==> config.mk <==
export PLATFORM = sky130hd
export DESIGN_NAME = mc_ctrl_fsm
export DESIGN_NICKNAME = d
export VERILOG_FILES = /design/src/rtl/mc_ctrl_fsm.sv
export SDC_FILE = /design/constraint.sdc
export NUM_CORES = 1
export LEC_CHECK = 0
export BUFFER_PORTS_ARGS = -buffer_cell sky130_fd_sc_hd__buf_2
export CAP_MARGIN = 40
export CORE_UTILIZATION = 45
export CTS_CLUSTER_DIAMETER = 40
export DETAILED_ROUTE_END_ITERATION = 8
export PLACE_DENSITY = 0.71
export SKIP_CTS_REPAIR_TIMING = 1
export SYNTH_ARGS = -nofsm -noshare
export SYNTH_HDL_FRONTEND = slang
export SYNTH_SLANG_ARGS = --single-unit
==> constraint.sdc <==
create_clock -name clk -period 8.3 [get_ports clk]
set_clock_uncertainty 0.1 [all_clocks]
set_input_delay 1.66 -clock clk [delete_from_list [all_inputs] [get_ports clk]]
set_output_delay 1.66 -clock clk [all_outputs]
set_load 0.02 [all_outputs]
==> src/rtl/mc_ctrl_fsm.sv <==
// Multicycle control sequencer: walks each instruction through FETCH/DECODE/EXEC/MEM/WB/MDWAIT,
// drives datapath selects and strobes, handles memory and mul/div handshakes, counts retired instructions.
module mc_ctrl_fsm (
   input  logic        clk,
   input  logic        rst,
   input  logic [5:0]  op,
   input  logic [5:0]  funct,
   input  logic        zero,
   input  logic        mem_ready,
   input  logic        md_busy,
   output logic [2:0]  pc_sel,
   output logic        alu_a_sel,
   output logic [1:0]  alu_b_sel,
   output logic [2:0]  wb_sel,
   output logic [1:0]  rd_sel,
   output logic        pc_we,
   output logic        ir_we,
   output logic        ab_we,
   output logic        rf_we,
   output logic        mem_re,
   output logic        mem_we,
   output logic        md_start,
   output logic [2:0]  state,
   output logic [31:0] retired
);

   localparam logic [2:0] S_FETCH  = 3'd0;
   localparam logic [2:0] S_DECODE = 3'd1;
   localparam logic [2:0] S_EXEC   = 3'd2;
   localparam logic [2:0] S_MEM    = 3'd3;
   localparam logic [2:0] S_WB     = 3'd4;
   localparam logic [2:0] S_MDWAIT = 3'd5;

   localparam logic [3:0] C_NOP  = 4'd0;
   localparam logic [3:0] C_RALU = 4'd1;
   localparam logic [3:0] C_IALS = 4'd2;
   localparam logic [3:0] C_IALZ = 4'd3;
   localparam logic [3:0] C_LW   = 4'd4;
   localparam logic [3:0] C_SW   = 4'd5;
   localparam logic [3:0] C_BEQ  = 4'd6;
   localparam logic [3:0] C_BNE  = 4'd7;
   localparam logic [3:0] C_MD   = 4'd8;
   localparam logic [3:0] C_J    = 4'd9;
   localparam logic [3:0] C_JR   = 4'd10;
   localparam logic [3:0] C_JAL  = 4'd11;

   localparam logic [2:0] PC_SEQ  = 3'b000;
   localparam logic [2:0] PC_BR   = 3'b010;
   localparam logic [2:0] PC_JUMP = 3'b011;
   localparam logic [2:0] PC_REGA = 3'b100;

   localparam logic [1:0] B_REG  = 2'b00;
   localparam logic [1:0] B_SEXT = 2'b10;
   localparam logic [1:0] B_ZEXT = 2'b11;

   localparam logic [2:0] WB_ALU = 3'b000;
   localparam logic [2:0] WB_MEM = 3'b001;
   localparam logic [2:0] WB_PC4 = 3'b010;

   localparam logic [1:0] RD_RD = 2'b00;
   localparam logic [1:0] RD_RT = 2'b01;
   localparam logic [1:0] RD_RA = 2'b10;

   logic [2:0] state_q, state_d;
   logic [3:0] cls_q, dec_cls, cls;
   logic       br_taken;

   // Instruction class from the IR opcode/function fields
   always_comb begin
      dec_cls = C_NOP;
      case (op)
         6'h00: begin
            case (funct)
               6'h08:                      dec_cls = C_JR;
               6'h18, 6'h19, 6'h1A, 6'h1B: dec_cls = C_MD;
               default:                    dec_cls = C_RALU;
            endcase
         end
         6'h02:                      dec_cls = C_J;
         6'h03:                      dec_cls = C_JAL;
         6'h04:                      dec_cls = C_BEQ;
         6'h05:                      dec_cls = C_BNE;
         6'h08, 6'h09, 6'h0A, 6'h0B: dec_cls = C_IALS;
         6'h0C, 6'h0D, 6'h0E, 6'h0F: dec_cls = C_IALZ;
         6'h23:                      dec_cls = C_LW;
         6'h2B:                      dec_cls = C_SW;
         default:                    dec_cls = C_NOP;
      endcase
   end

   // DECODE acts on the live decode; later states use the latched class
   assign cls      = (state_q == S_DECODE) ? dec_cls : cls_q;
   assign br_taken = (cls == C_BEQ) ? zero : ~zero;
   assign state    = state_q;

   always_ff @(posedge clk) begin
      if (rst) begin
         state_q <= S_FETCH;
         cls_q   <= C_NOP;
         retired <= 32'd0;
      end else begin
         state_q <= state_d;
         if (state_q == S_DECODE) cls_q <= dec_cls;
         if ((state_q != S_FETCH) && (state_d == S_FETCH)) retired <= retired + 32'd1;
      end
   end

   always_comb begin
      state_d   = state_q;
      pc_sel    = PC_SEQ;
      alu_a_sel = 1'b0;
      alu_b_sel = B_REG;
      wb_sel    = WB_ALU;
      rd_sel    = RD_RD;
      pc_we     = 1'b0;
      ir_we     = 1'b0;
      ab_we     = 1'b0;
      rf_we     = 1'b0;
      mem_re    = 1'b0;
      mem_we    = 1'b0;
      md_start  = 1'b0;
      case (state_q)
         S_FETCH: begin
            ir_we   = 1'b1;
            pc_we   = 1'b1;
            state_d = S_DECODE;
         end
         S_DECODE: begin
            ab_we = 1'b1;
            case (cls)
               C_J: begin
                  pc_sel  = PC_JUMP;
                  pc_we   = 1'b1;
                  state_d = S_FETCH;
               end
               C_JR: begin
                  pc_sel  = PC_REGA;
                  pc_we   = 1'b1;
                  state_d = S_FETCH;
               end
               C_JAL:   state_d = S_WB;
               C_NOP:   state_d = S_FETCH;
               default: state_d = S_EXEC;
            endcase
         end
         S_EXEC: begin
            case (cls)
               C_RALU: begin
                  alu_a_sel = 1'b1;
                  alu_b_sel = B_REG;
                  state_d   = S_WB;
               end
               C_IALS: begin
                  alu_a_sel = 1'b1;
                  alu_b_sel = B_SEXT;
                  state_d   = S_WB;
               end
               C_IALZ: begin
                  alu_a_sel = 1'b1;
                  alu_b_sel = B_ZEXT;
                  state_d   = S_WB;
               end
               C_LW, C_SW: begin
                  alu_a_sel = 1'b1;
                  alu_b_sel = B_SEXT;
                  state_d   = S_MEM;
               end
               C_BEQ, C_BNE: begin
                  alu_a_sel = 1'b1;
                  alu_b_sel = B_REG;
                  if (br_taken) begin
                     pc_sel = PC_BR;
                     pc_we  = 1'b1;
                  end
                  state_d = S_FETCH;
               end
               C_MD: begin
                  md_start = 1'b1;
                  state_d  = S_MDWAIT;
               end
               default: state_d = S_FETCH;
            endcase
         end
         S_MEM: begin
            if (cls == C_LW) mem_re = 1'b1;
            else             mem_we = 1'b1;
            if (mem_ready) state_d = (cls == C_LW) ? S_WB : S_FETCH;
         end
         S_WB: begin
            rf_we   = 1'b1;
            state_d = S_FETCH;
            case (cls)
               C_RALU: begin
                  rd_sel = RD_RD;
                  wb_sel = WB_ALU;
               end
               C_LW: begin
                  rd_sel = RD_RT;
                  wb_sel = WB_MEM;
               end
               C_JAL: begin
                  rd_sel = RD_RA;
                  wb_sel = WB_PC4;
                  pc_sel = PC_JUMP;
                  pc_we  = 1'b1;
               end
               default: begin
                  rd_sel = RD_RT;
                  wb_sel = WB_ALU;
               end
            endcase
         end
         S_MDWAIT: begin
            if (!md_busy) state_d = S_FETCH;
         end
         default: state_d = S_FETCH;
      endcase
      // Reset silences every select and strobe immediately
      if (rst) begin
         pc_sel    = PC_SEQ;
         alu_a_sel = 1'b0;
         alu_b_sel = B_REG;
         wb_sel    = WB_ALU;
         rd_sel    = RD_RD;
         pc_we     = 1'b0;
         ir_we     = 1'b0;
         ab_we     = 1'b0;
         rf_we     = 1'b0;
         mem_re    = 1'b0;
         mem_we    = 1'b0;
         md_start  = 1'b0;
      end
   end

endmodule

-- Word-level counts from Yosys, hierarchy flattened
Cells that the tools add are included.
- flip-flop bits (word level): 39
- input port bits: 17
- output and inout bits: 53
- add/sub/neg operators: 1
- equal/unequal tests: 35
- muxes and demuxes: 49
- bitwise logic cells: 1
- reduce and logical (&&, ||, !) cells: 16
- operator list (cell ; number):
    $eq A6 B4 Y1 const B ; 9
    $pmux W4 S9 ; 1
    $add A32 B1 Y32 const B ; 1
    $eq A6 B5 Y1 const B ; 4
    $mux W1 ; 24
    $pmux W3 S3 ; 2
    $eq A4 B3 Y1 const B ; 4
    $eq A4 B4 Y1 const B ; 4
    $mux W2 ; 8
    $mux W3 ; 5
    $pmux W3 S5 ; 1
    $eq A6 B2 Y1 const B ; 2
    $eq A6 B3 Y1 const B ; 2
    $eq A6 B6 Y1 const B ; 2
    $pmux W2 S2 ; 3
    $pmux W3 S2 ; 2
    $reduce_or A4 Y1 ; 3
    $reduce_or A3 Y1 ; 3
    $eq A4 B2 Y1 const B ; 2
    $pmux W4 S2 ; 1
    $reduce_or A7 Y1 ; 1
    $eq A3 B2 Y1 const B ; 2
    $eq A3 B3 Y1 const B ; 2
    $logic_not A3 Y1 ; 2
    10 further kinds ; 12

-- Logic depth before layout (Yosys ltp)
- word-level depth: 11
- gate-level depth with buffers: 13

-- Worst setup path before layout
OpenSTA, ideal clock, no wires.
- path kind: input port to output port
- start point: input op[5]
- end point: output pc_we
- data arrival time: 3.875 ns
- setup slack: 2.665 ns
- cell stages on the path: 10
- path through: buf_2 or2_2 a21o_1 a21oi_1 a22o_2 nand2_1 nor3_1 nand2_1 a21o_1 a221oi_1
- word-level cells in the longest chain between the ends: 10
- elaborated cells between the ends (all ways): 33
- ends and longest elaborated chain (element ; line ; source):
    start, declared ; 6 ; input logic [5:0] op,
    $eq A6 B4 Y1 ; 71 ; case (op)
    $reduce_or A4 Y1 ; 71 ;
    $pmux W4 S9 * ; 71 ;
    $mux W4 * ; - ;
    $eq A4 B3 Y1 ; 93, 147 ;
    $mux W1 ; 93 ; assign br_taken = (cls == C_BEQ) ? zero : ~zero;
    $mux W1 ; 171 ; if (br_taken) begin
    $mux W1 ; 147 ; case (cls)
    $pmux W1 S4 * ; 122 ; case (state_q)
    $mux W1 * ; 219 ; if (rst) begin
    end, declared ; 16 ; output logic pc_we,
Every way passes the cells marked *; elsewhere a longest branch is shown, timed or not.

-- Worst setup path after layout
- start point: input op[3]
- end point: output pc_we
Same word-level chain as after synthesis.

==> metrics.csv <==
metric,value,unit
crit start category,primary input,
Die Span X,76.8,um
drt via density,5.64,
count of antenna diodes in the layout,0,
most frequent cells after synthesis,"39 x sky130_fd_sc_hd__dfxtp_1, 31 x sky130_fd_sc_hd__a21oi_1, 26 x sky130_fd_sc_hd__nand2_1",
count of flip-flops with a built-in enable after synthesis,0,
die outline area,5890,um2
number of top-level design ports,70,
Critical Path Sink Type,output pin,
most utilized layer in the global route result,met2,
Power Dens Cells,143,nW/um2
clock transition at the registers of the reported paths,0.08,ns
Worst Path Arrival,3.98,ns
fraction of the yosys area taken by sequential cells,31.0,%
area post-placement,2870,um2
worst hold-check path type,reg -> reg,
clock tree from TritonCTS,done,
number of maximum-capacitance constraint violations,0,
post-synthesis cell count,319,
number of buffers added on ports,68,
total routed wirelength,5.98,mm
routability congestion estimate,0.847,
number of failing hold endpoints at the final stage,0,
maximum level of the CTS H-tree,2,
maximum number of pins on one net before global-route repair,36,
M2 GR Usage,34.9,%
share of total power in sequential cells,45.0,%
net count reported at finish,394,
number of standard-cell rows in the floorplan,26,
number of antenna violations at the first check in global routing,0,
peak supply drop,0.000117,V
Vias,2522,
warnings from Yosys,0,
required time of the worst setup path,6.54,ns
part of the power in the clock network,42.9,%
prevailing post-synth register cell,sky130_fd_sc_hd__dfxtp_1,
netlist area before placement,2520,um2
first-pass GRT wire length,10.1,mm
half-perimeter wire length after placement,4.36,mm
wire per inst,13.4,um
Sinks on Clock Net,39,
Setup TNS Final,0,ns
die height,76.8,um
syn avg cell area,7.89,um2
number of global-route vias before repair,2271,
post-route antenna net violation count,0,
outcome,"complete, no violations",
post-synthesis cell type with the largest combined area,sky130_fd_sc_hd__dfxtp_1,
Least-Margin Pin Slew,0.685,ns
synthesis-to-layout area growth,19.2,%
Lkg Pwr,1.15,nW
share of synthesized registers carrying an async set or reset,0,%
Pins Over Slew Limit,0,
clock insertion delay at the later pin of the skew report,0.28,ns
internal power summed over all cells,330,uW
area fraction of the dominant cell type after synthesis,31.0,%
post-layout instance area,3000,um2
total global-route track usage,20.5,%
share of the clock period used by the worst path,69.2,%
unrepaired setup endpoints after global routing,false,
combinational power share,12.1,%
starting density of the core,48.0,%
Setup-failing EPs final,0,
count of unique library cells instantiated by Yosys,63,
Max Clock Freq,174,MHz
Slew HR,54.3,%
DRC violation total after the first TritonRoute iteration,75,
clock period minus final worst setup slack,5.74,ns
share of post-route cells with drive strength above 1,24.9,%
clock buffer depth,2,
first-pass detailed-route iteration total,4,
number of storage elements in the synthesis netlist,39,
global-route met3 utilization,3.33,%
met1 usage,25.9,%
number of clock buffers inserted by TritonCTS,5,
synthesized net count,337,
biggest fanout along the worst timing path,8,
main area contributors after synthesis,"sky130_fd_sc_hd__dfxtp_1 31%, sky130_fd_sc_hd__a21oi_1 6.2%, sky130_fd_sc_hd__nand2_1 3.9%",
most common cell in the synthesized netlist,sky130_fd_sc_hd__dfxtp_1,
root buffer selected by CTS,sky130_fd_sc_hd__clkbuf_8,
DRC viols,0,
"Remaining Overflow, GRT",0,
net switching fraction of the power,23.4,%
standard cell core area,5240,um2
net switching power,100,uW
critical setup path kind,in -> out,
-- worst max-delay path, stage by stage --
cell	delay, ns
sky130_fd_sc_hd__buf_2	0.14
sky130_fd_sc_hd__nor3_1	0.41
sky130_fd_sc_hd__nand4_1	0.22
sky130_fd_sc_hd__a221oi_2	0.35
sky130_fd_sc_hd__a21oi_1	0.21
sky130_fd_sc_hd__nor3_1	0.28
sky130_fd_sc_hd__nand2_1	0.08
sky130_fd_sc_hd__a21o_1	0.18
sky130_fd_sc_hd__a221oi_1	0.24
sky130_fd_sc_hd__buf_2	0.21
-- cells by family after synthesis --
logic type	share of synthesized area [%]
AND/OR/NAND/NOR	33.6
AO/OA/AOI/OAI	24.8
flip-flops	31.0
buffers and inverters	5.22
XOR/XNOR	3.48
multiplexers	1.29
adder cells (fa/ha/maj)	0.497
other	0.149
-- per-layer routing --
layer | share of wire [%] | up-vias
met3 | 5.0 | 4
met1 | 47 | 1149
li1 | - | 1303
met4 | 0.90 | 0
met5 | 0 | -
met2 | 47 | 66
-- layout by cell type, fill, tap and decap left out, drive strengths merged, types with 2 or more instances in the layout --
| cell | synthesis | routed |
|---|---|---|
| a21o | 4 | 4 |
| nand4b | 3 | 3 |
| nor3b | 3 | 3 |
| nand3b | 3 | 3 |
| a22oi | 2 | 2 |
| and3 | 5 | 5 |
| xnor2 | 8 | 8 |
| a21oi | 31 | 31 |
| o21bai | 2 | 2 |
| and2 | 4 | 4 |
| inv | 7 | 7 |
| or3 | 13 | 13 |
| nor3 | 10 | 10 |
| xor2 | 2 | 2 |
| or4 | 12 | 12 |
| clkbuf | 9 | 6 |
| nor2b | 7 | 7 |
| nand2b | 2 | 2 |
| bufinv | 0 | 2 |
| and4 | 2 | 2 |
| a2bb2oi | 2 | 2 |
| mux2 | 2 | 2 |
| nand3 | 12 | 12 |
| o21ai | 19 | 19 |
| nor4 | 3 | 3 |
| nor2 | 26 | 26 |
| buf | 11 | 70 |
| a22o | 2 | 2 |
| nand2 | 26 | 26 |
| dfxtp | 39 | 39 |
| or2 | 3 | 3 |
| nand4 | 13 | 13 |
| a221oi | 2 | 2 |
| o31ai | 13 | 13 |
| a31oi | 2 | 2 |
-- area by class of cell --
type                    count  area, um2
fillers                   476       2240
multi-input cells         253       1600
flip-flops and latches     39        781
repair buffers             70        368
well taps                  70       87.6
clock buffers               6       72.6
clock inverters             2       60.1
inverters                   7       26.3
-- power groups by stage --
stage	Sequential (mW)	Clock, mW	Combinational, mW
2_1_floorplan	0.199	0	0.0372
3_3_place_gp	0.198	0	0.0505
3_5_place_dp	0.198	0	0.0523
4_1_cts	0.194	0.187	0.0524
5_1_grt	0.194	0.197	0.0570
6_report	0.194	0.185	0.0520
-- stage by stage --
stage	total power, mW	util (%)	worst slack, ns	hold WS, ns	cells
after floorplan	0.236	-	2.66	0.446	319
final	0.430	57.3	2.56	0.398	447
after CTS	0.433	57.3	2.57	0.396	447
after global routing	0.448	57.3	2.30	0.427	447
after detailed placement	0.250	54.7	2.57	0.385	439
after global placement	0.249	54.3	2.62	0.375	438
-- sequential cells by signal (all words and copies together) (netlist names) --
signal / count
cls_q: 4
retired: 32
state: 3
-- worst paths after layout --
kind / from / to / slack, ns / cells after the start
hold / removal: retired[30] / retired[30] / 0.40 / 2
hold reg to reg: retired[30] / retired[30] / 0.40 / 2
setup reg to reg: state[0] / retired[31] / 4.30 / 9
setup / recovery: op[3] / pc_we / 2.56 / 10
Power figures use the tool's default switching activity.
